==> src/rtl/io_timer_irq.sv <==
// io_timer_irq: bus-mapped 16-bit prescaled down-counter with maskable IRQ and soft NMI.
module io_timer_irq #(
  parameter logic [19:0] BASE = 20'h0BFF8,
  parameter int PRESCALE = 4
) (
  input  logic        clk,
  input  logic        reset,
  input  logic        ready,
  input  logic [19:0] address_next,
  input  logic        write_next,
  input  logic [7:0]  data_i,
  output logic [7:0]  data_o,
  output logic        sel,
  output logic        irq,
  output logic        nmi
);
  logic run, autoreload, irq_en, tmr_pend, nmi_pend;
  logic [7:0] reload_lo, reload_hi, rdata;
  logic [15:0] count;
  logic [8:0] pre;
  logic [19:0] off;
  logic hit, wr, rd, ctrl_wr, st_wr, lo_wr, hi_wr, tick, expire;
  always_comb begin
    off = address_next - BASE;
    hit = off < 20'd4;
    wr = ready & write_next & hit;
    rd = ready & ~write_next & hit;
    ctrl_wr = wr & (off[1:0] == 2'd0);
    st_wr = wr & (off[1:0] == 2'd1);
    lo_wr = wr & (off[1:0] == 2'd2);
    hi_wr = wr & (off[1:0] == 2'd3);
    tick = run & (pre == 9'(PRESCALE - 1));
    // a RELOAD_HI write pre-empts any same-cycle tick
    expire = tick & ~hi_wr & (count == 16'd0);
    rdata = (off[1:0] == 2'd0) ? {5'b0, irq_en, autoreload, run} :
            (off[1:0] == 2'd1) ? {6'b0, nmi_pend, tmr_pend} :
            (off[1:0] == 2'd2) ? count[7:0] : count[15:8];
  end
  always_ff @(posedge clk) begin
    if (reset) begin
      {run, autoreload, irq_en, tmr_pend, nmi_pend, sel} <= '0;
      {reload_lo, reload_hi, count, pre, data_o} <= '0;
    end else begin
      pre <= (~run | hi_wr | tick) ? 9'd0 : pre + 1'b1;
      if (ctrl_wr) {irq_en, autoreload, run} <= data_i[2:0];
      else if (expire & ~autoreload) run <= 1'b0;
      if (lo_wr) reload_lo <= data_i;
      if (hi_wr) begin
        reload_hi <= data_i;
        count <= {data_i, reload_lo};
      end else if (tick) count <= (count != 16'd0) ? count - 1'b1 : autoreload ? {reload_hi, reload_lo} : count;
      tmr_pend <= expire | (tmr_pend & ~(st_wr & data_i[0]));
      nmi_pend <= (ctrl_wr & data_i[3]) | (nmi_pend & ~(st_wr & data_i[1]));
      sel <= rd;
      if (rd) data_o <= rdata;
    end
  end
  assign irq = tmr_pend & irq_en;
  assign nmi = nmi_pend;
endmodule
==> config.mk <==
export PLATFORM = sky130hd
export DESIGN_NAME = io_timer_irq
export DESIGN_NICKNAME = d
export VERILOG_FILES = /design/src/rtl/io_timer_irq.sv
export SDC_FILE = /design/constraint.sdc
export NUM_CORES = 1
export LEC_CHECK = 0
export ABC_AREA = 1
export CORE_ASPECT_RATIO = 0.75
export CORE_MARGIN = 10
export CORE_UTILIZATION = 30
export CTS_CLUSTER_SIZE = 40
export DETAILED_ROUTE_END_ITERATION = 7
export GPL_TIMING_DRIVEN = 1
export HOLD_SLACK_MARGIN = 0.12
export PLACE_DENSITY = 0.51
export SLEW_MARGIN = 10
export SYNTH_ARGS = -nofsm -noshare
export SYNTH_HDL_FRONTEND = slang
export SYNTH_SLANG_ARGS = --single-unit
==> constraint.sdc <==
create_clock -name clk -period 5.55 [get_ports clk]
set_clock_uncertainty 0.05 [all_clocks]
set_input_delay 0.555 -clock clk [delete_from_list [all_inputs] [get_ports clk]]
set_output_delay 0.555 -clock clk [all_outputs]
set_load 0.01 [all_outputs]
# After elaboration in Yosys (flattened, before gate mapping)
# Index checks and enable logic that the tools add are counted.
dict set report word_totals {
  ff_bits 55
  inputBits 32
  out_inout_bits 11
  elab_cells 64
}
dict set report classes {
  n_addsub 3
  order_cmp 1
  eq_ne 4
  mux 9
  bitwise_logic 28
  n_reduce_logical 8
}
# cell count
set ops {}
lappend ops {{$mux W16} 4}
lappend ops {{$mux W8} 3}
lappend ops {{$lt A20 B3 Y1 const B} 1}
lappend ops {{$sub A20 B16 Y20 const B} 1}
lappend ops {{$and A1 B1 Y1} 18}
lappend ops {{$logic_not A16 Y1} 1}
lappend ops {{$reduce_bool A16 Y1} 1}
lappend ops {{$sub A16 B1 Y16 const B} 1}
lappend ops {{$add A9 B1 Y9 const B} 1}
lappend ops {{$eq A9 B2 Y1 const B} 1}
lappend ops {{$not A1 Y1} 6}
lappend ops {{$eq A2 B2 Y1 const B} 2}
lappend ops {{$or A1 B1 Y1} 4}
lappend ops {{$reduce_bool A2 Y1} 2}
lappend ops {{$reduce_bool A3 Y1} 1}
lappend ops {{$eq A2 B1 Y1 const B} 1}
lappend ops {{$logic_not A2 Y1} 1}
lappend ops {{$mux W1} 2}
lappend ops {{$reduce_and A2 Y1} 1}
lappend ops {{$reduce_or A2 Y1} 1}

# Logic depth before layout (Yosys ltp)
dict set report logic_depth {
  word_depth 10
  mapped_depth 16
  depth_no_buf 16
}

# Worst setup path after synthesis
# OpenSTA, ideal clock, no wires.
dict set report synth_path {
  path_type {input -> register}
  startpoint {input address_next[3]}
  endpoint {register data_o[6]}
  setup_ns 0.116
  arrival_time_ns 2.115
  t_required_ns 5.384
  path_slack_ns 3.269
  cell_stages 15
  n_path_buf 2
  path_cell_list {ha_1 > nand3_2 > inv_2 > nand3_2 > o21ai_2 > inv_2 > nand2_1 > nand2_1 > nor2_1 > and2_1 > buf_4 > nand3_2 > buf_6 > o21ai_1 > a21oi_1}
}
dict set report synth_between {
  elab_chain_cells 3
}
# element line
set synth_rtl {}
lappend synth_rtl {{start, declared} 9} ;# input logic [19:0] address_next,
lappend synth_rtl {{$sub A20 B16 Y20} 24} ;# off = address_next - BASE;
lappend synth_rtl {{$lt A20 B3 Y1} 25} ;# hit = off < 20'd4;
lappend synth_rtl {{$and A1 B1 Y1} 27} ;# rd = ready & ~write_next & hit;
lappend synth_rtl {{end signal, assigned} 55} ;# if (rd) data_o <= rdata;
lappend synth_rtl {{end, declared} 12} ;# output logic [7:0] data_o,
# Every way passes these cells.
# A chain may end at the register's enable or synchronous reset.

# Final worst setup path
dict set report layout_path {
  startpoint {input address_next[3]}
  endpoint {register count[9]}
}
dict set report layout_between {
  elab_chain_cells 6
}
# element line
set layout_rtl {}
lappend layout_rtl {{$sub A20 B16 Y20 (*)} 24}
lappend layout_rtl {{$lt A20 B3 Y1 (*)} 25}
lappend layout_rtl {{$and A1 B1 Y1 (*)} 26} ;# wr = ready & write_next & hit;
lappend layout_rtl {{$and A1 B1 Y1 (*)} 31} ;# hi_wr = wr & (off[1:0] == 2'd3);
lappend layout_rtl {{$reduce_bool A3 Y1 (no source line) or $reduce_bool A2 Y1 (tied branches)} --}
lappend layout_rtl {{$reduce_and A2 Y1 (no source line)} --}
lappend layout_rtl {{end signal, assigned} 50} ;# count <= {data_i, reload_lo};
lappend layout_rtl {{end signal, assigned} 51} ;# end else if (tick) count <= (count != 16'd0) ? count - 1'b1 : autoreload ? {reload_hi, reload_lo} : count;
lappend layout_rtl {{end, declared} 19} ;# logic [15:0] count;
# Every way passes the cells marked *; elsewhere a longest branch is shown, timed or not.

==> flow_summary.ini <==
[worst_setup_path]
critical_path_arrival_ns = 3.36
worstRegToRegCells = 11
critical_path_peak_fanout = 19
reg2reg_from = pre[0]
type_of_element_launching_the_critical_path = input port
reg2reg_to = count[9]
reg2reg_setup_slack_ns = 2.97
critPathCaptureType = flop
critical_path_class = in -> reg
worst_ep_required_time_ns = 5.66

[yosys]
proportion_of_synthesized_chip_area_in_sequential_cells_pct = 30.2
synthTopCellsByArea = sky130_fd_sc_hd__dfxtp_1 (30%), sky130_fd_sc_hd__nand2_1 (15%), sky130_fd_sc_hd__nor2_1 (9.2%)
post_synth_instance_area_um2 = 3650
post_synth_inst_count = 599
yosysTopAreaCell = sky130_fd_sc_hd__dfxtp_1
synth_seq_cells = 55
yosysWarnings = 0
yosys.cell_types.count = 35
syn-num-nets = 635
yosys.area.top_type_share_pct = 30.2
syn-mean-instance-area_um2 = 6.09

[final_layout]
area_growth_syn_to_layout_pct = 19.5
design.final.nets = 668
filler_cell_count = 1291
layout-drive-gt1-share_pct = 4.27
utilization_pct = 37.1
multiInputGateArea_um2 = 2130
seq_area_um2 = 1100
num_antenna_cells = 0
final_area_um2 = 4360

[power_and_ir_drop]
sw_frac_of_total_pct = 24.3
static-leakage-power_nw = 1.97
p_comb_share_pct = 9.9
seq_power_share_pct = 46.4
vdd_ir_drop_max_uv = 108
power_switching_w = 0.000207
power-per-cell-area_nw_per_um2 = 195
power_w = 0.000850
p_int_w = 0.000643
power.share.clock_pct = 43.8

[routing]
avgViaCountPerCell = 4.86
m1WireLength_um = 6010
detailroute.wirelength.met3_um = 930
totalWireLength_um = 11300
detail-route-antenna-nets = 0
dr.first_iter.drc_count = 252
drc = 0
met2_wl_post_dr_um = 4280
top_layer_used = met4
route.vias.total = 3863
routed_wire_per_std_cell_um = 14.2
detail_route.first_pass.iterations = 7

[placement]
dp_hpwl_um = 8990
placed_cell_area_um2 = 4190
gpl.final_weighted_congestion = 0.973
placement.io_buffers = 42
pre_cts_ws_ns = 1.99

[sta]
setup_viol_count_final = 0
worst_pin_slew_ns = 1.01
max_freq_mhz = 308
final.setup.worst_slack_ns = 2.30
slew_viol_final = 0
period_needed_ns = 3.25
maxSlewHeadroom_pct = 32.4
setup_repair_after_global_routing_missed_its_margin = no
setup_tns_ns = 0
fin_crit_sh_pct = 58.6
report.final.hold_viol_count = 0

[clock_tree]
tritoncts_num_sinks = 55
post_cts_buffers = 0
clock_tree.htree_level_count = 2
cts_tree = done
cts-root-to-sink-buffers = 2
cts_made_buffers = 5
cts-resized-gates = 0
insertion_delay_ns = 0.30
cts.clk_slew.worst_paths_ns = 0.07
cts-root-buf = sky130_fd_sc_hd__clkbuf_16
hold_buf_count_cts = 0

[floorplan]
die_h_um = 115
initial_core_util_pct = 31.1
coreArea_um2 = 11700
die_area_um2 = 17000
ios = 43
row_count = 34
fp.dieW_um = 147

[run]
max_cap_viol_count = 0

[hold_path]
min_from = data_o[2]
hold_end = data_o[2]
hold_depth = 2
holdCritPathClass = reg -> reg

[global_route]
largest_net_degree_at_the_start_of_global_routing = 35
overflow_left_after_global_routing = 0
number_of_global_route_vias_before_repair = 3574
grtUsageTotal_pct = 13.3
wire_length_of_the_first_global_routing_pass_um = 18500
antenna_violations_before_repair = 0

[outcome]
run_status = complete, no violations
-- registers in the layout, indices dropped and copies added, names as in the netlist --
signal / flops
irq_en: 1
count: 16
run: 1
sel: 1
pre: 9
reload_hi: 8
autoreload: 1
data_o: 8
nmi: 1
tmr_pend: 1
reload_lo: 8
-- worst max-delay path, cell delays in order --
cell                              delay, ns
sky130_fd_sc_hd__clkdlybuf4s50_1       0.51
sky130_fd_sc_hd__ha_1                  0.24
sky130_fd_sc_hd__nand3_2               0.17
sky130_fd_sc_hd__nor2_1                0.22
sky130_fd_sc_hd__nand3_1               0.13
sky130_fd_sc_hd__nand3b_1              0.12
sky130_fd_sc_hd__nand4_1               0.09
sky130_fd_sc_hd__nor2_1                0.17
sky130_fd_sc_hd__nand4_2               0.39
sky130_fd_sc_hd__nand2_1               0.51
sky130_fd_sc_hd__nor2_1                0.08
sky130_fd_sc_hd__nor2_1                0.12
sky130_fd_sc_hd__nor2_1                0.04
-- synthesized netlist by cell type --
library cell                  n
sky130_fd_sc_hd__dfxtp_1     55
sky130_fd_sc_hd__o31ai_1      2
sky130_fd_sc_hd__nand4_1     19
sky130_fd_sc_hd__nand3b_1     3
sky130_fd_sc_hd__a31oi_1      3
sky130_fd_sc_hd__o211ai_1     2
sky130_fd_sc_hd__nand4_2      1
sky130_fd_sc_hd__nor2_4       3
sky130_fd_sc_hd__o21bai_1     1
sky130_fd_sc_hd__buf_6        3
sky130_fd_sc_hd__inv_1       79
sky130_fd_sc_hd__o2111ai_1    1
sky130_fd_sc_hd__o22ai_1      3
sky130_fd_sc_hd__nor4_1       3
sky130_fd_sc_hd__nor3_1       5
sky130_fd_sc_hd__buf_4        2
sky130_fd_sc_hd__buf_1        2
sky130_fd_sc_hd__o21ai_0     29
sky130_fd_sc_hd__clkbuf_1     8
sky130_fd_sc_hd__o21ai_1      5
sky130_fd_sc_hd__nand2_1    149
sky130_fd_sc_hd__ha_1         4
sky130_fd_sc_hd__nor3b_1      4
sky130_fd_sc_hd__nand3_2      6
sky130_fd_sc_hd__nand3_1     65
sky130_fd_sc_hd__xor2_1      11
sky130_fd_sc_hd__a21oi_1     29
sky130_fd_sc_hd__xnor2_1      2
sky130_fd_sc_hd__nand2_2      1
sky130_fd_sc_hd__nor2_1      89
sky130_fd_sc_hd__buf_2        4
sky130_fd_sc_hd__inv_2        3
sky130_fd_sc_hd__or2_2        1
sky130_fd_sc_hd__o21ai_2      1
sky130_fd_sc_hd__and2_1       1
-- cells in the final DEF, fill, tap and decap left out, drive strengths merged, types with 4 or more instances in the layout --
cell	Yosys	routed
nand2	150	150
nor2	92	92
inv	82	83
nand3	71	71
dfxtp	55	55
clkdlybuf4s50	0	42
o21ai	35	35
a21oi	29	29
nand4	20	20
xor2	11	11
nor3	5	5
clkbuf	8	5
nor3b	4	4
ha	4	4
-- metal layers --
layer,GRT usage (%),up-vias
met3,4.29,12
met5,0,-
met4,2.50,0
met2,18.0,124
li1,-,1995
met1,19.8,1732
-- logic make-up (layout without fill, tap and decap cells) --
group | Yosys count | count (layout) | synth area share (%)
adder cells (fa/ha/maj) | 4 | 4 | 1.37
AND/OR/NAND/NOR | 350 | 350 | 42.8
flip-flops | 55 | 55 | 30.2
AO/OA/AOI/OAI | 76 | 76 | 11.2
XOR/XNOR | 13 | 13 | 3.12
buffers and inverters | 101 | 135 | 11.4
-- through the flow --
step / cells / hold slack [ns]
2_1_floorplan: 599 / 0.368
4_1_cts: 795 / 0.400
3_5_place_dp: 787 / 0.389
5_1_grt: 795 / 0.422
6_report: 795 / 0.398
3_3_place_gp: 787 / 0.385
-- power by group through the flow --
stage                     sequential, W  combinational (W)  clock (W)
after global routing           0.000394          0.0000926   0.000399
after detailed placement       0.000403          0.0000830          0
after CTS                      0.000394          0.0000834   0.000382
final                          0.000394          0.0000838   0.000372
after global placement         0.000403          0.0000830          0
after floorplan                0.000403          0.0000403          0
-- layout make-up --
type / count / share of cell area, %
Multi-Input combinational cell: 443 / 48.9
Inverter: 82 / 7.06
Tap cell: 162 / 4.65
Clock inverter: 3 / 1.09
Sequential cell: 55 / 25.3
Timing Repair Buffer: 45 / 10.2
Clock buffer: 5 / 2.87
-- worst max-delay path by stage --
stage	from	to	depth (start not counted)
final	address_next[3]	count[9]	13
after global placement	address_next[3]	count[9]	12
after detailed placement	address_next[3]	count[9]	13
after global routing	address_next[3]	count[9]	13
after CTS	address_next[3]	count[9]	13
after floorplan	address_next[3]	data_o[6]	15
(Power assumes the default switching activity.)
==> variant (same settings) <==
Put a register stage on the output `irq`, without a reset. The value now appears one clock later. The other outputs are not delayed to match.
--- a/src/rtl/io_timer_irq.sv
+++ b/src/rtl/io_timer_irq.sv
@@ -55,6 +55,8 @@
       if (rd) data_o <= rdata;
     end
   end
-  assign irq = tmr_pend & irq_en;
+  always_ff @(posedge clk) begin
+    irq <= tmr_pend & irq_en;
+  end
   assign nmi = nmi_pend;
 endmodule
Behaviour: not the same (a bounded check fails within 10 cycles, from zero or initial values and one cycle with reset high).
==> variant against the unedited design <==
Design area down 0.17%. Sequential cell count up 1. Area after synthesis up 0.55%. Sequential power up 2%. Via count up 1.1%. Worst setup slack worse by 0.40 ns. Total power down 5.6%. Critical path depth up 3. Combinational power down 2%. Wire length down 2.1%. Highest routed layer unchanged. Register-to-register slack about the same.
==> variant: results (changes against the unedited design) <==
Run status
  • Outcome: finished clean (unchanged)

CTS
  • Clk root buf: clkbuf_16 (unchanged)
  • Worst skew pair latency: 0.30 ns (about the same)
  • Post-cts sizing count: 0 (unchanged)
  • Clk buf depth: 2 (unchanged)
  • CTS buffer count: 5 (unchanged)
  • Worst-path clk slew: 0.07 ns (about the same)
  • Setup bufs post-CTS: 0 (unchanged)
  • H-Tree Level Count: 2 (unchanged)

Placement
  • Post-DP HPWL: 8.663 mm (was 8.987 mm)
  • RePlAce Congestion: 0.9452 (was 0.9727)
  • Worst slack, placed: 1.614 ns (was 1.994 ns)
  • Port buffer count: 42 (unchanged)

Critical path
  • Critical path fanouts, max: 25 (was 19)
  • Worst Path Arrival: 3.76 ns (was 3.36 ns)

Pwr
  • Worst VDD drop: 0.1102 mV (was 0.1076 mV)
  • Leakage: 1.959 nW (was 1.969 nW)
  • Sw Ratio: 0.2482 (was 0.2433)

Yosys
  • Synth unique cells: 35 (unchanged)
  • Register area share after synthesis: 0.3058 (was 0.3020)
  • Asr flop ratio synth: 0 (unchanged)
  • Synth cell count leaders: nand2_1 (149), nor2_1 (89), inv_1 (79), nand3_1 (65), dfxtp_1 (56) (was nand2_1 (149), nor2_1 (89), inv_1 (79), nand3_1 (65), dfxtp_1 (55))
  • Yosys warns: 0 (unchanged)
  • Synthesized Nets: 636 (was 635)
  • Top cells by area, synth: dfxtp_1 (31%), nand2_1 (15%), nor2_1 (9.1%), nand3_1 (8.9%), inv_1 (8.1%) (was dfxtp_1 (30%), nand2_1 (15%), nor2_1 (9.2%), nand3_1 (8.9%), inv_1 (8.1%))

Timing
  • Rel. slew slack: 0.3022 (was 0.3240)
  • Final Max Tran Viols: 0 (unchanged)

Global routing
  • Vias in the first global route: 3641 (was 3574)
  • Total GRT Usage: 0.1311 (was 0.1326)
  • Largest net degree at the start of global routing: 35 (unchanged)
  • First-pass GRT wire length: 18.45 mm (was 18.53 mm)
  • GR Util met3: 0.03078 (was 0.04285)
  • Met2 Use GR: 0.1865 (was 0.1799)
  • Routing usage on met1: 0.1932 (was 0.1976)
  • Initial antenna violation count: 0 (unchanged)

Route
  • Vias per Instance: 4.907 (was 4.859)
  • Per-cell routed wire length: 13.93 microns (was 14.24 microns)
  • Detailed Routing Iterations Pass 1: 5 (was 7)
  • Drt first-iter violations: 314 (was 252)

Layout
  • Top flop regs: count: 16 flops, pre: 9 flops (unchanged)
  • Layout cells sized above 1: 0.04101 (was 0.04265)
  • Nets@finish: 669 (was 668)
  • Antenna diodes: 0 (unchanged)

Min path
  • Hold Crit Class: flop to flop (unchanged)
==> variant: critical path, stage by stage <==
cell	delay, ns
clkdlybuf4s50_1	0.51
ha_1	0.23
nand3_2	0.16
inv_2	0.12
nand3_2	0.10
o21ai_2	0.18
inv_2	0.05
nand2_1	0.05
nand2_1	0.05
nor2_1	0.15
nand4_2	0.57
buf_4	0.44
nand2_1	0.34
nor2_1	0.07
nor2_1	0.11
nor2_1	0.04
==> variant: worst paths after layout <==
kind / startpoint / to / slack [ns] / cells past startpoint
worst max-delay path: address_next[3] / count[9] / 1.90 / 16
worst min register to register: data_o[6] / data_o[6] / 0.39 / 2
worst max register to register: pre[0] / count[9] / 2.96 / 11
worst min-delay path: data_o[6] / data_o[6] / 0.39 / 2
==> variant: final cells by class <==
| type | count | area [sq um] |
|---|---|---|
| clock inverter | 2 | 16.27 |
| inverter | 82 | 307.8 |
| multi-input combinational | 443 | 2131 |
| sequential | 56 | 1121 |
| fill | 1307 | 7433 |
| timing repair buffer | 45 | 442.9 |
| tap | 162 | 202.7 |
| clock buffer | 6 | 128.9 |
==> variant: power by group through the flow <==
stage | clock, mW | sequential (mW) | combinational (mW)
floorplan | 0 | 0.411 | 0.0403
global placement | 0 | 0.411 | 0.0817
detailed placement | 0 | 0.411 | 0.0818
CTS | 0.331 | 0.401 | 0.0822
global route | 0.347 | 0.401 | 0.0924
finish | 0.319 | 0.401 | 0.0824
==> variant: per-stage QoR <==
stage          area (sq um)  instances  total power, mW
3_3_place_gp           4205        788           0.4925
3_5_place_dp           4205        788           0.4926
2_1_floorplan          3666        600           0.4511
5_1_grt                4350        796           0.8407
6_report               4350        796           0.8023
4_1_cts                4350        796           0.8145
==> variant: kinds of logic after synthesis <==
family / count (synthesis) / share of synthesized area
compound gates: 76 / 0.1113
simple gates: 350 / 0.4253
xor+xnor: 13 / 0.03106
flops: 56 / 0.3058
buf+inv: 101 / 0.1130
fa+ha+maj: 4 / 0.01365
==> variant: routing by layer <==
metal  vias up  wire length (microns)  share of wire
li1       2005                      -              -
met1      1772                   5805           0.52
met2       116                   4316           0.39
met3        13                    829          0.075
met4         0                    135          0.012
met5         -                      0              0
